File: config.mk
export PLATFORM = sky130hd
export DESIGN_NAME = uart_tx_datapath_flat
export DESIGN_NICKNAME = d
export VERILOG_FILES = /design/src/rtl/uart_tx_datapath_if.sv /design/src/rtl/uart_tx_datapath.sv /design/src/flat_wrapper.sv
export SDC_FILE = /design/constraint.sdc
export NUM_CORES = 1
export LEC_CHECK = 0
export ABC_CLOCK_PERIOD_IN_PS = 1560
export CAP_MARGIN = 20
export CELL_PAD_IN_SITES_DETAIL_PLACEMENT = 0
export CELL_PAD_IN_SITES_GLOBAL_PLACEMENT = 2
export CORE_MARGIN = 10
export CORE_UTILIZATION = 29
export CTS_CLUSTER_DIAMETER = 80
export DETAILED_ROUTE_END_ITERATION = 10
export PLACE_DENSITY_LB_ADDON = 0.1
export SLEW_MARGIN = 30
export SYNTH_ARGS = -nofsm -noshare
export SYNTH_HDL_FRONTEND = slang
export SYNTH_SLANG_ARGS = --single-unit
File: constraint.sdc
create_clock -name CLK -period 1.56 [get_ports CLK]
set_input_delay 0.39 -clock CLK [delete_from_list [all_inputs] [get_ports CLK]]
set_output_delay 0.39 -clock CLK [all_outputs]
set_load 0.03 [all_outputs]
File: src/rtl/uart_tx_datapath_if.sv
// ---------------------------------------------------------------------------
// uart_tx_datapath_if
// Bundles the signals between the UART TX control FSM (master) and the
// transmit datapath (slave).
//
//   P_DATA     master->slave  parallel byte to transmit
//   Data_Valid master->slave  P_DATA valid this cycle
//   PAR_TYP    master->slave  parity type, 0 = even, 1 = odd
//   busy       master->slave  FSM in START/SERIALIZATION/PARITY/STOP
//   ser_en     master->slave  FSM in SERIALIZATION
//   mux_sel    master->slave  00 start, 10 data, 11 parity, 01 stop
//   ser_done   slave->master  last data bit selected this cycle (comb)
//   TX_OUT     slave->master  registered serial line
//
// Handshake: there is no ready. A byte is accepted on any cycle where
// Data_Valid is high and the FSM is idle or in STOP; otherwise the
// Data_Valid is dropped without effect.
// ---------------------------------------------------------------------------
interface uart_tx_datapath_if #(
    parameter int DATA_WIDTH = 8
);
    logic [DATA_WIDTH-1:0] P_DATA;
    logic                  Data_Valid;
    logic                  PAR_TYP;
    logic                  busy;
    logic                  ser_en;
    logic [1:0]            mux_sel;
    logic                  ser_done;
    logic                  TX_OUT;

    modport master (
        output P_DATA, Data_Valid, PAR_TYP, busy, ser_en, mux_sel,
        input  ser_done, TX_OUT
    );

    modport slave (
        input  P_DATA, Data_Valid, PAR_TYP, busy, ser_en, mux_sel,
        output ser_done, TX_OUT
    );
endinterface

File: src/rtl/uart_tx_datapath.sv
// ---------------------------------------------------------------------------
// uart_tx_datapath
// Transmit datapath of the UART TX path. Latches the parallel byte, computes
// its parity, shifts it out LSB-first under ser_en, flags the last data bit
// with ser_done and drives the registered serial line TX_OUT.
//
// Ports:
//   CLK  bit clock (one cycle per bit period)
//   RST  asynchronous active-low reset
//   bus  uart_tx_datapath_if.slave (see interface for signal list)
//
// DATA_WIDTH must be 2 or more.
// ---------------------------------------------------------------------------
module uart_tx_datapath #(
    parameter int DATA_WIDTH = 8
) (
    input  logic              CLK,
    input  logic              RST,
    uart_tx_datapath_if.slave bus
);
    localparam int CW = $clog2(DATA_WIDTH);
    localparam logic [CW-1:0] CNT_LAST = CW'(DATA_WIDTH - 1);

    logic [DATA_WIDTH-1:0] shreg;
    logic [CW-1:0]         cnt;
    logic                  par;
    logic                  tx_q;
    logic                  tx_nxt;
    logic                  load;
    logic                  done;

    // Loading in STOP lets the next start bit follow the stop bit directly.
    assign load = bus.Data_Valid & (~bus.busy | (bus.mux_sel == 2'b01));
    assign done = bus.ser_en & (cnt == CNT_LAST);

    assign bus.ser_done = done;
    assign bus.TX_OUT   = tx_q;

    always_ff @(posedge CLK or negedge RST) begin
        if (!RST) begin
            shreg <= '0;
            cnt   <= '0;
            par   <= 1'b0;
        end else if (load) begin
            shreg <= bus.P_DATA;
            cnt   <= '0;
            par   <= (^bus.P_DATA) ^ bus.PAR_TYP;
        end else if (bus.ser_en) begin
            shreg <= shreg >> 1;
            cnt   <= done ? '0 : cnt + CW'(1);
        end
    end

    // Line level for the next bit; shreg[0] is taken before this edge's shift.
    always_comb begin
        tx_nxt = 1'b1;
        if (bus.busy) begin
            case (bus.mux_sel)
                2'b00:   tx_nxt = 1'b0;
                2'b10:   tx_nxt = shreg[0];
                2'b11:   tx_nxt = par;
                default: tx_nxt = 1'b1;
            endcase
        end
    end

    always_ff @(posedge CLK or negedge RST) begin
        if (!RST) tx_q <= 1'b1;
        else      tx_q <= tx_nxt;
    end
endmodule

File: src/flat_wrapper.sv
// flat-port wrapper written by rule: the top's interface ports become plain ports
module uart_tx_datapath_flat 
#(
    parameter int DATA_WIDTH = 8
)
  (CLK, RST, bus_P_DATA, bus_Data_Valid, bus_PAR_TYP, bus_busy, bus_ser_en, bus_mux_sel, bus_ser_done, bus_TX_OUT);
  uart_tx_datapath_if #(.DATA_WIDTH(DATA_WIDTH)) bus_i ();
  input  logic CLK;
  input  logic RST;
  input wire logic [$bits(bus_i.P_DATA)-1:0] bus_P_DATA;
  input wire logic [$bits(bus_i.Data_Valid)-1:0] bus_Data_Valid;
  input wire logic [$bits(bus_i.PAR_TYP)-1:0] bus_PAR_TYP;
  input wire logic [$bits(bus_i.busy)-1:0] bus_busy;
  input wire logic [$bits(bus_i.ser_en)-1:0] bus_ser_en;
  input wire logic [$bits(bus_i.mux_sel)-1:0] bus_mux_sel;
  output wire logic [$bits(bus_i.ser_done)-1:0] bus_ser_done;
  output wire logic [$bits(bus_i.TX_OUT)-1:0] bus_TX_OUT;
  assign bus_i.P_DATA = bus_P_DATA;
  assign bus_i.Data_Valid = bus_Data_Valid;
  assign bus_i.PAR_TYP = bus_PAR_TYP;
  assign bus_i.busy = bus_busy;
  assign bus_i.ser_en = bus_ser_en;
  assign bus_i.mux_sel = bus_mux_sel;
  assign bus_ser_done = bus_i.ser_done;
  assign bus_TX_OUT = bus_i.TX_OUT;
  uart_tx_datapath #(.DATA_WIDTH(DATA_WIDTH)) u_core (.CLK(CLK), .RST(RST), .bus(bus_i));
endmodule
==> results.ini <==
[run_status]
status=finished with violations
violations=negative setup slack

[sta]
rsz0062_at_grt=yes
fin_worst_skew_ns=0.000888
setup_viol=1
worstMarginPinSlew_ns=0.234
setup_ws_ns=-0.100
hold_ws_ns=0.415
timing.final.crit_share_pct=106
relSlewSlack_pct=84.3
fmax_mhz=602
setup_tns_ns=-0.100
period_minus_slack_ns=1.66
drv_slew=0
hold_viol=0

[critical_path]
end_kind=output pin
cp-start-kind=flip-flop
cp_max_fo=2
cpPeakStageDelay_ns=0.41
cp.required_ns=1.17
cp.arrival_ns=1.27
cp_slowest_cell=dfrtp_1
crit_buf_inv=1
crit_type=flip-flop to output pin
crit_path_frequent_cell=ha_4
path_delay_family=flip-flops
crit_chain=ha_4 > ha_4 > and2_4 > buf_6

[synth]
synth_area_leaders=dfrtp_1 (43%), mux2i_1 (10%), a21oi_1 (5.7%)
syn_area_um2=698
ys_types=23
yosysTopAreaCell=dfrtp_1
syn-num-nets=84
netlist_instances=66
ys_seq_elements=13
yosysSeqAreaShare_pct=46.8
yosysWarnings=0
avgSynthCellArea_um2=10.6
synth_top_area_share_pct=43.0

[clock_tree]
insertion_delay_ns=0.27
cts_tree=done
cts_buffer_depth=2
htreeDepth=1
cts_buffers=3
path_clk_slew_ns=0.08
postCtsHoldBufs=0
root_buffer=clkbuf_4
cts.sinks=13

[pwr]
pwr-share-clk_pct=23.8
power_density_nw_per_um2=849
seq_power_share_pct=48.8
power_switching_share_pct=27.2
p_leak_nw=0.470
intPower_uw=642
ir_drop_mv=0.451
pwr-share-comb_pct=27.5
finalPower_uw=882
power_switching_uw=240

[grt]
grt_usage_pct=6.51
grt_max_degree=15
grt_pass1_vias=583
grt_pass1_wl_mm=2.55
antenna_found_initial=0
overflow=0

[run]
drv_cap=0

[floorplanning]
rows=17
pin_count=18
coreArea_um2=2250
die_y_um=69.1
die_w_um=69.1
start_util_pct=31.0
dieArea_um2=4770

[final_layout]
finalInstanceArea_um2=1040
fill_cells=230
final_cells=123
fin_util_pct=46.1
nets=114
area_growth_syn_to_layout_pct=48.7
final-seq-area_um2=327
multi_input_comb_area_um2=392
drive_gt1_share_pct=24.2
antenna_cells=0

[hold_path]
hp-class=primary input to asynchronous set/reset pin

[routing]
postRouteAntennaNets=0
avgRoutedWirePerCell_um=12.3
drt-initial-drc-count=16
vias_per_cell=4.57
dr.pass1.iters=4
wl_mm=1.52
num_vias=562
drcViolationCount=0

[placement]
place_ws_ns=-0.279
globalplace.congestion=0.665
numPortBuffers=17
dp_hpwl_mm=1.15
post-place-cells=117
placed_area_um2=951

[Yosys cell counts]
| cell | count |
|---|---|
| dfrtp_1 | 12 |
| a21oi_1 | 8 |
| mux2i_1 | 7 |
| nor2_1 | 7 |
| xnor2_1 | 4 |
| buf_2 | 3 |
| and2_1 | 2 |
| ha_1 | 2 |
| inv_1 | 2 |
| nand3b_1 | 2 |
| nor2b_1 | 2 |
| o21ai_0 | 2 |
| o21ai_1 | 2 |
| xor2_1 | 2 |
| a21boi_0 | 1 |
| and3b_1 | 1 |
| dfstp_2 | 1 |
| mux2_2 | 1 |
| nand2_1 | 1 |
| nand2b_1 | 1 |
| nor3b_1 | 1 |
| o21a_1 | 1 |
| xnor3_1 | 1 |
[layout make-up]
class	instances	area share (%)
Timing Repair Buffer	28	24.2
Sequential cell	13	31.4
Tap cell	28	3.37
Multi-Input combinational cell	48	37.7
Clock buffer	4	2.53
Inverter	2	0.723
[flip-flops by register name, summed over array words and instances, names as in the netlist]
signal             count
u_core.shreg           8
u_core.cnt             3
u_core.bus.TX_OUT      1
u_core.par             1
[kinds of logic (layout without fill, tap and decap cells)]
| group | Yosys count | after routing | share of synthesized area [%] |
|---|---|---|---|
| multiplexers | 8 | 8 | 11.6 |
| flip-flops | 13 | 13 | 46.8 |
| AO/OA/AOI/OAI | 14 | 14 | 10.8 |
| XOR/XNOR | 7 | 7 | 10.8 |
| buffers and inverters | 5 | 34 | 3.23 |
| AND/OR/NAND/NOR | 17 | 17 | 13.3 |
| adder cells (fa/ha/maj) | 2 | 2 | 3.58 |
[worst register-to-register path: cells and delay by family, from the launching register on]
kind	cells	cell delay, ns
buf+inv	1	0.13
simple gates	1	0.14
fa+ha+maj	2	0.33
flops	1	0.41
compound gates	1	0.17
[power by group through the flow]
stage | Clock (mW) | Combinational [mW] | Sequential, mW
floorplan | 0 | 0.134 | 0.427
global placement | 0 | 0.226 | 0.431
detailed placement | 0 | 0.228 | 0.434
CTS | 0.223 | 0.238 | 0.428
global route | 0.239 | 0.270 | 0.438
finish | 0.209 | 0.242 | 0.430
[placed cells by master (no fill, tap or decap)]
master           Yosys  final
a21boi_0             1      1
a21oi_1              8      8
and2_1               2      1
and2_4               0      1
and3b_1              1      1
buf_4                0     12
buf_6                0      1
clkbuf_1             0      1
clkbuf_4             0      3
clkdlybuf4s50_1      0     15
dfrtp_1             12     12
dfstp_2              1      1
ha_4                 0      2
inv_1                2      2
mux2_2               1      1
mux2i_1              7      7
nand2_1              1      1
nand2b_1             1      1
nand3b_1             2      2
nor2_1               7      7
nor2b_1              2      2
nor3b_1              1      1
o21a_1               1      1
o21ai_0              2      2
o21ai_1              2      2
xnor2_1              4      2
xnor2_2              0      2
xnor3_1              1      1
xor2_1               2      2
[worst paths after layout]
kind	cells after the start	endpoint	slack, ns	from
worst max-delay path	4	bus_ser_done	-0.10	u_core.cnt[1]
worst min-delay path	2	u_core.shreg[0]	0.42	RST
worst max register to register	5	u_core.cnt[2]	0.30	u_core.cnt[1]
worst min register to register	2	u_core.par	0.52	u_core.par
max in group asynchronous	2	u_core.bus.TX_OUT	0.91	RST
min in group CLK	2	u_core.par	0.52	u_core.par
[layer usage]
| layer | global-route usage [%] | routed length [um] |
|---|---|---|
| met1 | 6.96 | 658 |
| met4 | 4.66 | 36 |
| met3 | 2.14 | 61 |
| met5 | 0 | 0 |
| met2 | 10.5 | 761 |
[timing repair]
item                                   in CTS  in global routing
endpoints found under the hold margin       0                  0
pin swaps                                   2                  2
resized for setup                           5                  3
setup endpoints to repair                   1                  2
setup buffers                               2                  0
Power figures use the tool's default switching activity.
==> patch 1, RTL diff (config.mk and constraints unchanged) <==
`DATA_WIDTH` is set to 8 in 3 places; all go to 16.
--- a/src/rtl/uart_tx_datapath_if.sv
+++ b/src/rtl/uart_tx_datapath_if.sv
@@ -19,3 +19,3 @@
 interface uart_tx_datapath_if #(
-    parameter int DATA_WIDTH = 8
+    parameter int DATA_WIDTH = 16
 );
--- a/src/rtl/uart_tx_datapath.sv
+++ b/src/rtl/uart_tx_datapath.sv
@@ -14,3 +14,3 @@
 module uart_tx_datapath #(
-    parameter int DATA_WIDTH = 8
+    parameter int DATA_WIDTH = 16
 ) (
--- a/src/flat_wrapper.sv
+++ b/src/flat_wrapper.sv
@@ -3,3 +3,3 @@
 #(
-    parameter int DATA_WIDTH = 8
+    parameter int DATA_WIDTH = 16
 )
Ports: changed (resized bus_P_DATA); port bits go from 18 to 26. The function was not compared with the original's and may differ.
==> patch 1 against the original RTL <==
Cell count rose by 58%. Final area rose by 58%. Count of clock-buffer cells in the layout is the same. Core utilization shrank 2.2 points. Highest routed layer unchanged. Clock power increased by 97%. Worst setup slack better by 0.12 ns. Routed wire length up 63%. Sequential cell count grew 9. Total power is 77% higher. Area after synthesis is 65% higher.
==> patch 1: results (changes against the original RTL) <==
DR WL/cell: 12.7 µm (was 12.3 µm)
Dpl cell area: 1560 µm² (was 951 µm²)
Syn Nets: 135 (was 84)
Xor-xnor portion of the synthesized cell area: 14.9% (was 10.8%)
Pleak: 0.000759 µW (was 0.000470 µW)
Most area-consuming cells after synthesis: dfrtp_1 46%, mux2i_1 14%, xnor2_1 11% (was dfrtp_1 43%, mux2i_1 10%, a21oi_1 5.7%)
Grt met1 use: 8.87% (was 6.96%)
CP Data Arrival Time: 1.15 ns (was 1.27 ns)
Worst Hold Class: input pin to register (was input pin to asynchronous set/reset pin)
Setup WS pre-CTS: -0.566 ns (was -0.279 ns)
PortBufs: 25 (was 17)
Adder-Cell Fraction of Synth Area: 1.09% (was 3.58%)
Slew at the pin closest to its max-slew limit: 0.289 ns (was 0.234 ns)
Vias in the first global route: 882 (was 583)
DP Wirelength: 1910 µm (was 1150 µm)
Regs by FF count: u_core.shreg: 16 flops, u_core.cnt: 4 flops (was u_core.shreg: 8 flops, u_core.cnt: 3 flops)
VDD IR max: 0.000378 V (was 0.000451 V)
P_comb: 419 µW (was 242 µW)
CTS resizes: 33 (was 5)
Met2 routed WL: 1180 µm (was 761 µm)
Top post-synthesis cells by count: 21 x dfrtp_1, 18 x nand2_1, 17 x o21ai_0 (was 12 x dfrtp_1, 8 x a21oi_1, 7 x mux2i_1, 7 x nor2_1, 4 x xnor2_1)
Outcome: finished clean (was finished with violations)
First DRT Iteration DRCs: 31 (was 16)
Pint: 1140 µW (was 642 µW)
GR met3 Demand/Resource: 2.15% (was 2.14%)
Crit Path Max Fanout: 3 (was 2)
Nets@finish: 172 (was 114)
Via count: 838 (was 562)
Sequential area share after synthesis: 48.0% (was 46.8%)
## patch 1: changes by cell type after synthesis, sizes merged, moves of 7 or more
cell   before  now
dfrtp      12   21
a21oi       8    1
nand2       1   18
o21ai       4   17
xnor2       4   14
mux2i       7   16
## patch 1: final cells by class
cell class | instances | area, µm²
clock buffer | 4 | 55.1
timing repair buffer | 37 | 335
multi-input combinational | 83 | 638
tap | 48 | 60.1
fill | 380 | 2100
sequential | 22 | 552
## patch 1: worst paths after layout
| path | start | to | slack (ns) | cells past startpoint |
|---|---|---|---|---|
| worst max-delay path | u_core.cnt[0] | bus_ser_done | 0.02 | 4 |
| max in group asynchronous | RST | u_core.bus.TX_OUT | 0.81 | 2 |
| worst min-delay path | bus_P_DATA[0] | u_core.shreg[0] | 0.36 | 3 |
| min in group asynchronous | RST | u_core.shreg[14] | 0.48 | 2 |
| worst min register to register | u_core.par | u_core.par | 0.54 | 1 |
| worst max register to register | u_core.cnt[0] | u_core.cnt[2] | 0.36 | 6 |
==> patch 2, RTL diff (same settings) <==
Made on the original files. Make the reset (`RST`) synchronous in 2 clocked blocks. Comments in the files are not updated.
--- a/src/rtl/uart_tx_datapath.sv
+++ b/src/rtl/uart_tx_datapath.sv
@@ -38,3 +38,3 @@
 
-    always_ff @(posedge CLK or negedge RST) begin
+    always_ff @(posedge CLK) begin
         if (!RST) begin
@@ -66,3 +66,3 @@
 
-    always_ff @(posedge CLK or negedge RST) begin
+    always_ff @(posedge CLK) begin
         if (!RST) tx_q <= 1'b1;
Behaviour: differs if RST is asserted again (counterexample within 4 cycles, from zero or initial values and one cycle with RST low); with RST held inactive, the same outputs for 10 cycles.
==> patch 2 against the original RTL <==
The flow still finishes with violations (setup timing). Worst setup slack improved by 0.067 ns. Routed wire length rose by 5.8%. Clock power fell by 3%. Final area rose by 3.7%. Total power fell by 11%. Hold slack improved by 0.057 ns. Area after synthesis fell by 3.6%. Sequential cell count did not move. Critical path type unchanged. Highest routed layer unchanged.
==> patch 2: results (changes against the original RTL) <==
Most area-consuming cells after synthesis: dfxtp_1 39%, mux2i_1 13%, o211a_1 5.9% (was dfrtp_1 43%, mux2i_1 10%, a21oi_1 5.7%)
Pleak: 0.000533 µW (was 0.000470 µW)
Yosys cell types: 23 (unchanged)
Xor-xnor portion of the synthesized cell area: 9.85% (was 10.8%)
Sequential area share after synthesis: 38.7% (was 46.8%)
Layout cells sized above 1: 28.0% (was 24.2%)
Setup Skew: 0.00177 ns (was 0.000888 ns)
Synth Area in Compound Gates: 13.9% (was 10.8%)
Warnings, synthesis: 0 (unchanged)
Crit Path Max Fanout: 3 (was 2)
First-pass GRT wire length: 2650 µm (was 2550 µm)
VDD IR max: 0.000389 V (was 0.000451 V)
First DRT Iteration DRCs: 14 (was 16)
Syn Nets: 89 (was 84)
DP Wirelength: 1270 µm (was 1150 µm)
Vias per cell: 4.41 (was 4.57)
Avg Cell Area, Syn: 9.48 µm² (was 10.6 µm²)
Top_reg_cell synth: dfxtp_1 (was dfrtp_1)
Final GP Congestion: 0.662 (was 0.665)
Outcome: finished with violations (unchanged)
Cts bufs inserted: 3 (unchanged)
R2R cell count: 6 (was 5)
Top post-synthesis cells by count: 13 x dfxtp_1, 9 x mux2i_1, 7 x nand2_1 (was 12 x dfrtp_1, 8 x a21oi_1, 7 x mux2i_1, 7 x nor2_1, 4 x xnor2_1)
Inst Count DP: 125 (was 117)
Setup ws final: -0.0331 ns (was -0.100 ns)
Pint: 585 µW (was 642 µW)
Failing checks: setup timing (unchanged)
Diode count: 0 (unchanged)
Flop-to-flop setup slack: 0.46 ns (was 0.30 ns)
First-pass DRT Iterations: 4 (unchanged)
Worst Hold Class: input pin to register (was input pin to asynchronous set/reset pin)
Grt met1 use: 8.89% (was 6.96%)
Async set-reset flop share out of synthesis: 0% (was 100%)
Setup WS pre-CTS: -0.526 ns (was -0.279 ns)
Slew at the pin closest to its max-slew limit: 0.368 ns (was 0.234 ns)
Final setup fails: 1 (unchanged)
Total wire length: 1610 µm (was 1520 µm)
Depth of the CTS H-tree: 1 (unchanged)
Adder-Cell Fraction of Synth Area: 3.72% (was 3.58%)
Critical path origin: u_core.cnt[0] (was u_core.cnt[1])
Initial antenna violation count: 0 (unchanged)
Clock slew at reported path FFs: 0.08 ns (about the same)
Root buf cell: clkbuf_4 (unchanged)
Crit-path max cell delay: 0.35 ns (was 0.41 ns)
Tot GR Track Use: 7.50% (was 6.51%)
Critical R2R Capture: u_core.cnt[0] (was u_core.cnt[2])
Pin count of the biggest net entering global routing: 19 (was 15)
Slowest CP cell: dfxtp_2 (was dfrtp_1)
Multiplexer share of the synthesized area: 13.4% (was 11.6%)
GR met3 Demand/Resource: 2.45% (was 2.14%)
Dpl cell area: 952 µm² (was 951 µm²)
# fillers: 228 (was 230)
Vias in the first global route: 608 (was 583)
CP Data Arrival Time: 1.20 ns (was 1.27 ns)
Met2 usage: 12.2% (was 10.5%)
Via count: 596 (was 562)
-- patch 2: cell count changes after synthesis, moves of 2 or more --
cell      change
a211oi_1      +3
a21oi_1       -5
dfrtp_1      -12
dfxtp_1      +13
mux2i_1       +2
nand2_1       +6
nand3_1       +2
o211a_1       +4
o21ai_0       -2
o21ai_1       -2
-- patch 2: worst min-delay path by stage --
stage	from	to	slack, ns
detailed placement	u_core.cnt[2]	u_core.cnt[2]	0.47
CTS	u_core.par	u_core.par	0.50
finish	bus_P_DATA[3]	u_core.shreg[3]	0.47
global route	bus_P_DATA[3]	u_core.shreg[3]	0.48
global placement	u_core.cnt[2]	u_core.cnt[2]	0.45
floorplan	u_core.cnt[2]	u_core.cnt[2]	0.44
-- patch 2: layer usage --
| metal | up-vias | wire [µm] |
|---|---|---|
| li1 | 323 | - |
| met1 | 261 | 733 |
| met2 | 10 | 813 |
| met3 | 2 | 46 |
| met4 | 0 | 13 |
| met5 | - | 0 |
-- patch 2: layout make-up --
cell class,count,area [µm²],share of cell area [%]
clock buffer,4,26.3,2.44
timing repair buffer,35,304,28.2
sequential,13,263,24.4
inverter,3,11.3,1.05
tap,28,35.0,3.25
multi-input combinational,52,438,40.7
-- patch 2: stage by stage --
stage | util [%] | TNS, ns | hold WS [ns]
floorplan | - | 0 | 0.444
CTS | 46.5 | -0.130 | 0.503
detailed placement | 43.0 | -4.83 | 0.472
global route | 48.7 | -0.150 | 0.477
global placement | 43.0 | -4.86 | 0.455
finish | 48.7 | -0.0331 | 0.472
-- patch 2: kinds of logic after synthesis --
kind of cell,count (synthesis)
xor gates and xnor gates,6
adders and majority gates,2
and+or+nand+nor,23
AOI/OAI and AO/OA,12
DFF,13
muxes,9
buffers and inverters,6
-- patch 2: what timing repair did --
action	in CTS	in global routing
resized for setup	17	3
cloned	0	0
hold endpoints to repair	0	0
setup endpoints to repair	14	5
pin swaps	4	4
setup buffers	1	5
-- patch 2: worst max-delay path: cells and delay by family, from the launching register on --
kind	cells	cell delay [ns]
AND/OR/NAND/NOR	1	0.15
adder cells (fa/ha/maj)	2	0.31
flip-flops	1	0.35
buffers and inverters	1	0.13
-- patch 2: power groups by stage --
stage / combinational, µW / clock [µW] / sequential [µW]
after global placement: 179 / 0 / 376
after CTS: 193 / 220 / 370
after global routing: 229 / 230 / 374
after detailed placement: 181 / 0 / 376
final: 210 / 202 / 370
after floorplan: 93.7 / 0 / 375
